File: src/rtl/layer_overlap_scanner_if.sv
// Bus bundle for layer_overlap_scanner: control handshake, layer-store read port,
// returned pixel data and the per-frame collision results.
interface layer_overlap_scanner_if #(
  parameter int CHANNELS = 16,
  parameter int XW       = 8,
  parameter int YW       = 7,
  parameter int CW       = 15
);
  logic                start;
  logic [CHANNELS-1:0] chan_en;
  logic                rd_en;
  logic [XW-1:0]       rd_x;
  logic [YW-1:0]       rd_y;
  logic                ref_bit;
  logic [CHANNELS-1:0] obj_bits;
  logic                busy;
  logic                done;
  logic                hit_any;
  logic [CHANNELS-1:0] hit_mask;
  logic [XW-1:0]       first_x;
  logic [YW-1:0]       first_y;
  logic [CW-1:0]       hit_count;

  modport master (
    output start, chan_en, ref_bit, obj_bits,
    input  rd_en, rd_x, rd_y, busy, done, hit_any, hit_mask, first_x, first_y, hit_count
  );

  modport slave (
    input  start, chan_en, ref_bit, obj_bits,
    output rd_en, rd_x, rd_y, busy, done, hit_any, hit_mask, first_x, first_y, hit_count
  );
endinterface

File: src/rtl/layer_overlap_scanner.sv
// Raster-scan collision engine: reads every pixel of the reference and object layers
// once per frame and accumulates per-channel overlap flags, first hit and hit count.
module layer_overlap_scanner #(
  parameter int WIDTH    = 160,
  parameter int HEIGHT   = 120,
  parameter int CHANNELS = 16,
  parameter int XW       = 8,
  parameter int YW       = 7,
  parameter int CW       = 15
) (
  input  logic                  clock,
  input  logic                  resetn,
  layer_overlap_scanner_if.slave bus
);

  typedef enum logic [1:0] {IDLE, SCAN, DONE} state_t;

  state_t              state_q, state_d;
  logic [XW-1:0]       x_q, x_d;
  logic [YW-1:0]       y_q, y_d;
  logic                rd_en_q, rd_en_d;
  logic                vld_p1_q, vld_p1_d;
  logic [XW-1:0]       x_p1_q, x_p1_d;
  logic [YW-1:0]       y_p1_q, y_p1_d;
  logic [CHANNELS-1:0] en_q, en_d;
  logic [CHANNELS-1:0] hit_mask_q, hit_mask_d;
  logic                hit_any_q, hit_any_d;
  logic [XW-1:0]       first_x_q, first_x_d;
  logic [YW-1:0]       first_y_q, first_y_d;
  logic [CW-1:0]       hit_count_q, hit_count_d;
  logic [CHANNELS-1:0] hit_vec;
  logic                last_addr, last_addr_p1;

  function automatic logic [CW-1:0] sat_inc(input logic [CW-1:0] v);
    return (&v) ? v : v + CW'(1);
  endfunction

  assign hit_vec      = bus.obj_bits & en_q & {CHANNELS{bus.ref_bit}};
  assign last_addr    = (x_q == XW'(WIDTH - 1)) && (y_q == YW'(HEIGHT - 1));
  assign last_addr_p1 = (x_p1_q == XW'(WIDTH - 1)) && (y_p1_q == YW'(HEIGHT - 1));

  always_ff @(posedge clock or negedge resetn) begin
    if (!resetn) begin
      state_q     <= IDLE;
      x_q         <= '0;
      y_q         <= '0;
      rd_en_q     <= 1'b0;
      vld_p1_q    <= 1'b0;
      x_p1_q      <= '0;
      y_p1_q      <= '0;
      en_q        <= '0;
      hit_mask_q  <= '0;
      hit_any_q   <= 1'b0;
      first_x_q   <= '0;
      first_y_q   <= '0;
      hit_count_q <= '0;
    end else begin
      state_q     <= state_d;
      x_q         <= x_d;
      y_q         <= y_d;
      rd_en_q     <= rd_en_d;
      vld_p1_q    <= vld_p1_d;
      x_p1_q      <= x_p1_d;
      y_p1_q      <= y_p1_d;
      en_q        <= en_d;
      hit_mask_q  <= hit_mask_d;
      hit_any_q   <= hit_any_d;
      first_x_q   <= first_x_d;
      first_y_q   <= first_y_d;
      hit_count_q <= hit_count_d;
    end
  end

  always_comb begin
    state_d     = state_q;
    x_d         = x_q;
    y_d         = y_q;
    rd_en_d     = rd_en_q;
    en_d        = en_q;
    hit_mask_d  = hit_mask_q;
    hit_any_d   = hit_any_q;
    first_x_d   = first_x_q;
    first_y_d   = first_y_q;
    hit_count_d = hit_count_q;
    // address stage -> compare stage: data returns one cycle after its address
    vld_p1_d    = rd_en_q;
    x_p1_d      = x_q;
    y_p1_d      = y_q;

    case (state_q)
      IDLE: begin
        if (bus.start) begin
          state_d     = SCAN;
          x_d         = '0;
          y_d         = '0;
          rd_en_d     = 1'b1;
          en_d        = bus.chan_en;
          hit_mask_d  = '0;
          hit_any_d   = 1'b0;
          first_x_d   = '0;
          first_y_d   = '0;
          hit_count_d = '0;
        end
      end
      SCAN: begin
        if (rd_en_q) begin
          if (last_addr) begin
            x_d     = '0;
            y_d     = '0;
            rd_en_d = 1'b0;
          end else if (x_q == XW'(WIDTH - 1)) begin
            x_d = '0;
            y_d = y_q + YW'(1);
          end else begin
            x_d = x_q + XW'(1);
          end
        end
        // compare stage: fold the returned pixel into the frame results
        if (vld_p1_q) begin
          hit_mask_d = hit_mask_q | hit_vec;
          if (|hit_vec) begin
            if (!hit_any_q) begin
              first_x_d = x_p1_q;
              first_y_d = y_p1_q;
            end
            hit_any_d   = 1'b1;
            hit_count_d = sat_inc(hit_count_q);
          end
          if (last_addr_p1) state_d = DONE;
        end
      end
      DONE: state_d = IDLE;
      default: state_d = IDLE;
    endcase
  end

  assign bus.rd_en     = rd_en_q;
  assign bus.rd_x      = x_q;
  assign bus.rd_y      = y_q;
  assign bus.busy      = (state_q != IDLE);
  assign bus.done      = (state_q == DONE);
  assign bus.hit_any   = hit_any_q;
  assign bus.hit_mask  = hit_mask_q;
  assign bus.first_x   = first_x_q;
  assign bus.first_y   = first_y_q;
  assign bus.hit_count = hit_count_q;

endmodule

File: src/flat_wrapper.sv
// flat-port wrapper written by rule: the top's interface ports become plain ports
module layer_overlap_scanner_flat 
#(
  parameter int WIDTH    = 160,
  parameter int HEIGHT   = 120,
  parameter int CHANNELS = 16,
  parameter int XW       = 8,
  parameter int YW       = 7,
  parameter int CW       = 15
)
  (clock, resetn, bus_start, bus_chan_en, bus_ref_bit, bus_obj_bits, bus_rd_en, bus_rd_x, bus_rd_y, bus_busy, bus_done, bus_hit_any, bus_hit_mask, bus_first_x, bus_first_y, bus_hit_count);
  layer_overlap_scanner_if #(.CHANNELS(CHANNELS), .XW(XW), .YW(YW), .CW(CW)) bus_i ();
  input  logic clock;
  input  logic resetn;
  input wire logic [$bits(bus_i.start)-1:0] bus_start;
  input wire logic [$bits(bus_i.chan_en)-1:0] bus_chan_en;
  input wire logic [$bits(bus_i.ref_bit)-1:0] bus_ref_bit;
  input wire logic [$bits(bus_i.obj_bits)-1:0] bus_obj_bits;
  output wire logic [$bits(bus_i.rd_en)-1:0] bus_rd_en;
  output wire logic [$bits(bus_i.rd_x)-1:0] bus_rd_x;
  output wire logic [$bits(bus_i.rd_y)-1:0] bus_rd_y;
  output wire logic [$bits(bus_i.busy)-1:0] bus_busy;
  output wire logic [$bits(bus_i.done)-1:0] bus_done;
  output wire logic [$bits(bus_i.hit_any)-1:0] bus_hit_any;
  output wire logic [$bits(bus_i.hit_mask)-1:0] bus_hit_mask;
  output wire logic [$bits(bus_i.first_x)-1:0] bus_first_x;
  output wire logic [$bits(bus_i.first_y)-1:0] bus_first_y;
  output wire logic [$bits(bus_i.hit_count)-1:0] bus_hit_count;
  assign bus_i.start = bus_start;
  assign bus_i.chan_en = bus_chan_en;
  assign bus_i.ref_bit = bus_ref_bit;
  assign bus_i.obj_bits = bus_obj_bits;
  assign bus_rd_en = bus_i.rd_en;
  assign bus_rd_x = bus_i.rd_x;
  assign bus_rd_y = bus_i.rd_y;
  assign bus_busy = bus_i.busy;
  assign bus_done = bus_i.done;
  assign bus_hit_any = bus_i.hit_any;
  assign bus_hit_mask = bus_i.hit_mask;
  assign bus_first_x = bus_i.first_x;
  assign bus_first_y = bus_i.first_y;
  assign bus_hit_count = bus_i.hit_count;
  layer_overlap_scanner #(.WIDTH(WIDTH), .HEIGHT(HEIGHT), .CHANNELS(CHANNELS), .XW(XW), .YW(YW), .CW(CW)) u_core (.clock(clock), .resetn(resetn), .bus(bus_i));
endmodule
File: config.mk
export PLATFORM = sky130hd
export DESIGN_NAME = layer_overlap_scanner_flat
export DESIGN_NICKNAME = d
export VERILOG_FILES = /design/src/rtl/layer_overlap_scanner_if.sv /design/src/rtl/layer_overlap_scanner.sv /design/src/flat_wrapper.sv
export SDC_FILE = /design/constraint.sdc
export NUM_CORES = 1
export LEC_CHECK = 0
export BUFFER_PORTS_ARGS = -buffer_cell sky130_fd_sc_hd__buf_2
export CAP_MARGIN = 20
export CELL_PAD_IN_SITES_DETAIL_PLACEMENT = 1
export CELL_PAD_IN_SITES_GLOBAL_PLACEMENT = 2
export CORE_ASPECT_RATIO = 1.25
export CORE_MARGIN = 3
export CORE_UTILIZATION = 36
export DETAILED_ROUTE_END_ITERATION = 8
export GPL_ROUTABILITY_DRIVEN = 0
export MAX_ROUTING_LAYER = met4
export PLACE_DENSITY_LB_ADDON = 0.1
export SYNTH_ARGS = -nofsm -noshare
export SYNTH_HDL_FRONTEND = slang
export SYNTH_SLANG_ARGS = --single-unit
File: constraint.sdc
create_clock -name clock -period 5.2 [get_ports clock]
set_input_delay 1.04 -clock clock [delete_from_list [all_inputs] [get_ports clock]]
set_output_delay 1.04 -clock clock [all_outputs]
set_load 0.005 [all_outputs]
Yosys cells after proc, flatten, opt, wreduce, memory -nomap -nowiden
Cells that the tools add are included.
Word-level totals
  register bits after elaboration: 97
  input bits: 36
Operators by class
  add/sub/neg operators: 3
  eq/ne operators: 14
  muxes and demuxes: 38
  bitwise gates (word level): 3
  reductions and logical operators: 16
Operators with widths (number)
  15-bit two-way mux: 4
  8-bit two-way mux: 7
  7-bit two-way mux: 7
  16-bit bitwise AND: 2
  16-bit two-way mux: 2
  16-bit one-hot mux with 2 select lines: 1
  8-bit one-hot mux with 2 select lines: 2
  15-bit one-hot mux with 2 select lines: 1
  7-bit one-hot mux with 2 select lines: 2
  8-bit == test (second input constant): 2
  16-bit bitwise OR: 1
  16-bit OR reduction: 1
  15-bit by 1-bit adder with 15-bit output (second input constant): 1
  15-bit AND reduction: 1
  7-bit == test (second input constant): 2
  5-bit AND reduction: 2
  3-bit AND reduction: 3
  8-bit by 1-bit adder with 8-bit output (second input constant): 1
  2-bit by 1-bit inequality test with 1-bit output (second input constant): 4
  4-bit AND reduction: 2
  7-bit by 1-bit adder with 7-bit output (second input constant): 1
  1-bit two-way mux: 6
  2-bit two-way mux: 3
  2-bit inequality test (second input constant): 3
  9 further kinds: 13

Depth between registers and ports, before layout
  depth in word-level cells: 6
  depth in mapped cells: 9
  gate-level depth less buffers: 7

Worst setup path before layout
No wires, ideal clock.
  kind: input to register
  from: input port bus_start
  to: register u_core.first_y_q[1] (netlist: u_core.bus.first_y[1])
  setup time: 0.083 ns
  arrival: 2.180 ns
  slack: 2.938 ns
  stages: 7
  cells stage by stage: nor3b_1 -> buf_2 -> a31oi_1 -> a211oi_1 -> clkbuf_1 -> nand3_1 -> o21ai_0
On the way
  longest elaborated chain between the ends: 2
RTL lines
  start, declared: line flat_wrapper.sv:15  | input wire logic [$bits(bus_i.start)-1:0] bus_start;
  2-bit inequality test (no line)
  5-bit AND reduction (no line)
  end signal, assigned: line layer_overlap_scanner.sv:69  | first_y_q <= first_y_d;
  end, declared: line layer_overlap_scanner.sv:29  | logic [YW-1:0] first_y_q, first_y_d;
No other way between the ends.
A chain may end at the register's enable or synchronous reset.

Worst setup path in the final report
  from: register u_core.state_q[1]
  to: register u_core.hit_count_q[10] (netlist: u_core.bus.hit_count[10])
On the way
  longest elaborated chain between the ends: 3
  elaborated cells between the ends (all ways): 9
  classes of those cells: eq/ne: 5; mux: 1; reduce/logical: 3
RTL lines
  start, declared: line layer_overlap_scanner.sv:18  | state_t state_q, state_d;
  start signal, assigned: line layer_overlap_scanner.sv:58  | state_q <= state_d;
  2-bit by 1-bit == test with 1-bit output or 2-bit logical NOT (tied branches): line layer_overlap_scanner.sv:90  | case (state_q)
  2-bit by 1-bit inequality test with 1-bit output (no line), or another cell as far along
  5-bit AND reduction (no line)
  end signal, assigned: line layer_overlap_scanner.sv:70  | hit_count_q <= hit_count_d;
  end, declared: line layer_overlap_scanner.sv:30  | logic [CW-1:0] hit_count_q, hit_count_d;
Parallel ways exist; a longest one is shown, timed or not.

==> qor.yml <==
grt_pass1_vias: 3640
fp.dieH_um: 127
multi_input_area_um2: 1660
arrival_ns: 3.07
rsz0062_at_grt: "false"
synth_edf_count: 0
setup_viol: 0
synth_flop_cell: "dfrtp_1"
layout.area.seq_um2: 2430
place_inst: 619
h-tree-depth: 3
clockBufferDepth: 2
path_clk_slew_ns: 0.07
critical_path.cell_chain: "and2b_4 -> and3_1 -> o211ai_1 -> o31ai_1"
hold_buffers: 0
synth.cell_area_um2: 4240
routed_via_density: 5.37
post_cts_buffers: 0
areaGrowthSynthToFinish_pct: 23.6
avgSynthCellArea_um2: 10.6
max_slew_margin_pct: 38.9
synthCells: 400
grt_antenna_before_repair: 0
wirelength_mm: 11.2
cp.required_ns: 5.44
end_kind: "flip-flop"
clock_latency_ns: 0.34
cts_buffers: 9
cts_tree: "done"
grt_max_degree: 73
grt_pass1_wl_mm: 18.8
port_buffers: 100
yosys_warnings: 0
slowest_delay_ns: 0.73
drt-pass1-iter-count: 4
finalCritPeriodShare_pct: 54.4
crit_type: "flip-flop to flip-flop"
drt-initial-drc-count: 137
status: "complete, no violations"
async_flop_share_pct: 100
final_cell_mix: "buf_2 (99), dfrtp_1 (97), o21ai_0 (47), nor2_1 (30), nand3_1 (26)"
hpwl_mm: 8.05
drv_cap: 0
power_density_nw_per_um2: 495
synth_cell_types: 53
ys_seq_area_share_pct: 57.2
skew_ns: 0.00713
layout.nets: 534
gr-total-overflow: 0
synth_seq_cells: 97
p_leak_nw: 2.39
tightest_slew_ns: 0.916
cts_root_buf: "clkbuf_16"
period_needed_ns: 2.83
wl_per_cell_um: 17.6
grtUsageTotal_pct: 18.7
fillerInstances: 1290
worstPathMaxFanout: 25
crit_slowest_cell: "and3_1"
cts_resized: 0
core-area_um2: 11300
drive_above_1_share_pct: 30.2
final_common_cell: "buf_2"
num_vias: 3416
syn_nets: 439
slew_viol_final: 0
start_util_pct: 37.6
irDropWorstVdd_mv: 0.177
timing.setup.tns_ns: 0
cts_sinks: 97
ios: 101
die_w_um: 103
max_freq_mhz: 353
finalHoldViolations: 0
num_rows: 43
dieArea_um2: 13100
start_kind: "flip-flop"
final_cells: 636
hp-class: "flip-flop to flip-flop"
drtAntennaViolNets: 0
drc_errors: 0
==> per-layer routing <==
| metal | GRT usage [%] | routed length (µm) | vias to the layer above |
|---|---|---|---|
| met1 | 23.7 | 4950 | 1708 |
| li1 | - | - | 1637 |
| met5 | - | 0 | - |
| met3 | 3.33 | 384 | 8 |
| met2 | 31.1 | 5790 | 63 |
| met4 | 4.57 | 100 | 0 |
==> metrics by stage <==
stage	instance area, µm²	power [W]	hold WS, ns	setup slack [ns]	util, %
4_1_cts	5240	0.00265	0.460	2.35	46.4
3_3_place_gp	4850	0.00175	0.439	2.28	42.9
5_1_grt	5240	0.00279	0.484	2.03	46.4
2_1_floorplan	4240	0.00146	0.427	2.94	-
6_report	5250	0.00260	0.453	2.37	46.4
3_5_place_dp	4850	0.00178	0.444	2.18	42.9
==> layout make-up <==
class,count,share of cell area (%)
clock buffers,9,4.29
well taps,135,3.22
inverters,20,1.43
flip-flops and latches,97,46.3
diodes,1,0.0477
repair buffers,103,10.0
multi-input cells,264,31.6
clock inverters,7,3.17
==> cell families (layout without fill, tap and decap cells) <==
kind of cell	after synthesis	after routing	share of synthesized area, %
AOI/OAI and AO/OA	113	113	17.1
muxes	16	16	4.25
DFF	97	97	57.2
and+or+nand+nor	130	130	16.2
adders and majority gates	3	3	0.885
other	0	1	0
buffers and inverters	39	139	4.04
xor gates and xnor gates	2	2	0.413
==> final timing paths <==
check                                   start                        to  slack (ns)  cells after the start
max                         u_core.state_q[1]  u_core.bus.hit_count[10]        2.37                      4
min                        u_core.bus.rd_y[1]          u_core.y_p1_q[1]        0.45                      0
max reg2reg                 u_core.state_q[1]  u_core.bus.hit_count[10]        2.37                      4
min reg2reg                u_core.bus.rd_y[1]          u_core.y_p1_q[1]        0.45                      0
max in group asynchronous              resetn            u_core.en_q[3]        3.46                      2
min in group asynchronous              resetn    u_core.bus.hit_mask[9]        0.79                      1
==> power breakdown <==
| group | internal [W] | switching [W] |
|---|---|---|
| logic | 0.000270 | 0.000280 |
| registers | 0.000984 | 0.000209 |
| clock network | 0.000568 | 0.000286 |
==> synth_stat cells (all sizes together), types with 3 or more instances <==
cell type,number,area (µm²)
a21o,3,23.8
a21oi,10,53.8
a22oi,6,45.0
a31oi,20,125
a41oi,3,26.3
and2,4,25.0
and3,5,31.3
buf,8,45.0
clkbuf,11,51.3
dfrtp,97,2430
ha,3,37.5
inv,20,75.1
mux2,16,180
nand2,28,118
nand2b,6,40.0
nand3,26,130
nand4,5,31.3
nand4b,5,43.8
nor2,30,113
nor2b,3,18.8
nor3,4,20.0
o21ai,49,245
o31ai,13,111
o41ai,3,45.1
or4,4,33.8
==> worst max-delay path: cells and delay by family (launching register included) <==
| kind | cells | cell delay (ns) |
|---|---|---|
| compound gates | 2 | 0.95 |
| simple gates | 2 | 1.27 |
| flops | 1 | 0.50 |
==> sequential cells by signal (all words and copies together), names as in the netlist, 7 cells and up <==
| name | flops |
|---|---|
| u_core.bus.first_x | 8 |
| u_core.bus.first_y | 7 |
| u_core.bus.hit_count | 15 |
| u_core.bus.hit_mask | 16 |
| u_core.bus.rd_x | 8 |
| u_core.bus.rd_y | 7 |
| u_core.en_q | 16 |
| u_core.x_p1_q | 8 |
| u_core.y_p1_q | 7 |
Power figures use the tool's default switching activity.
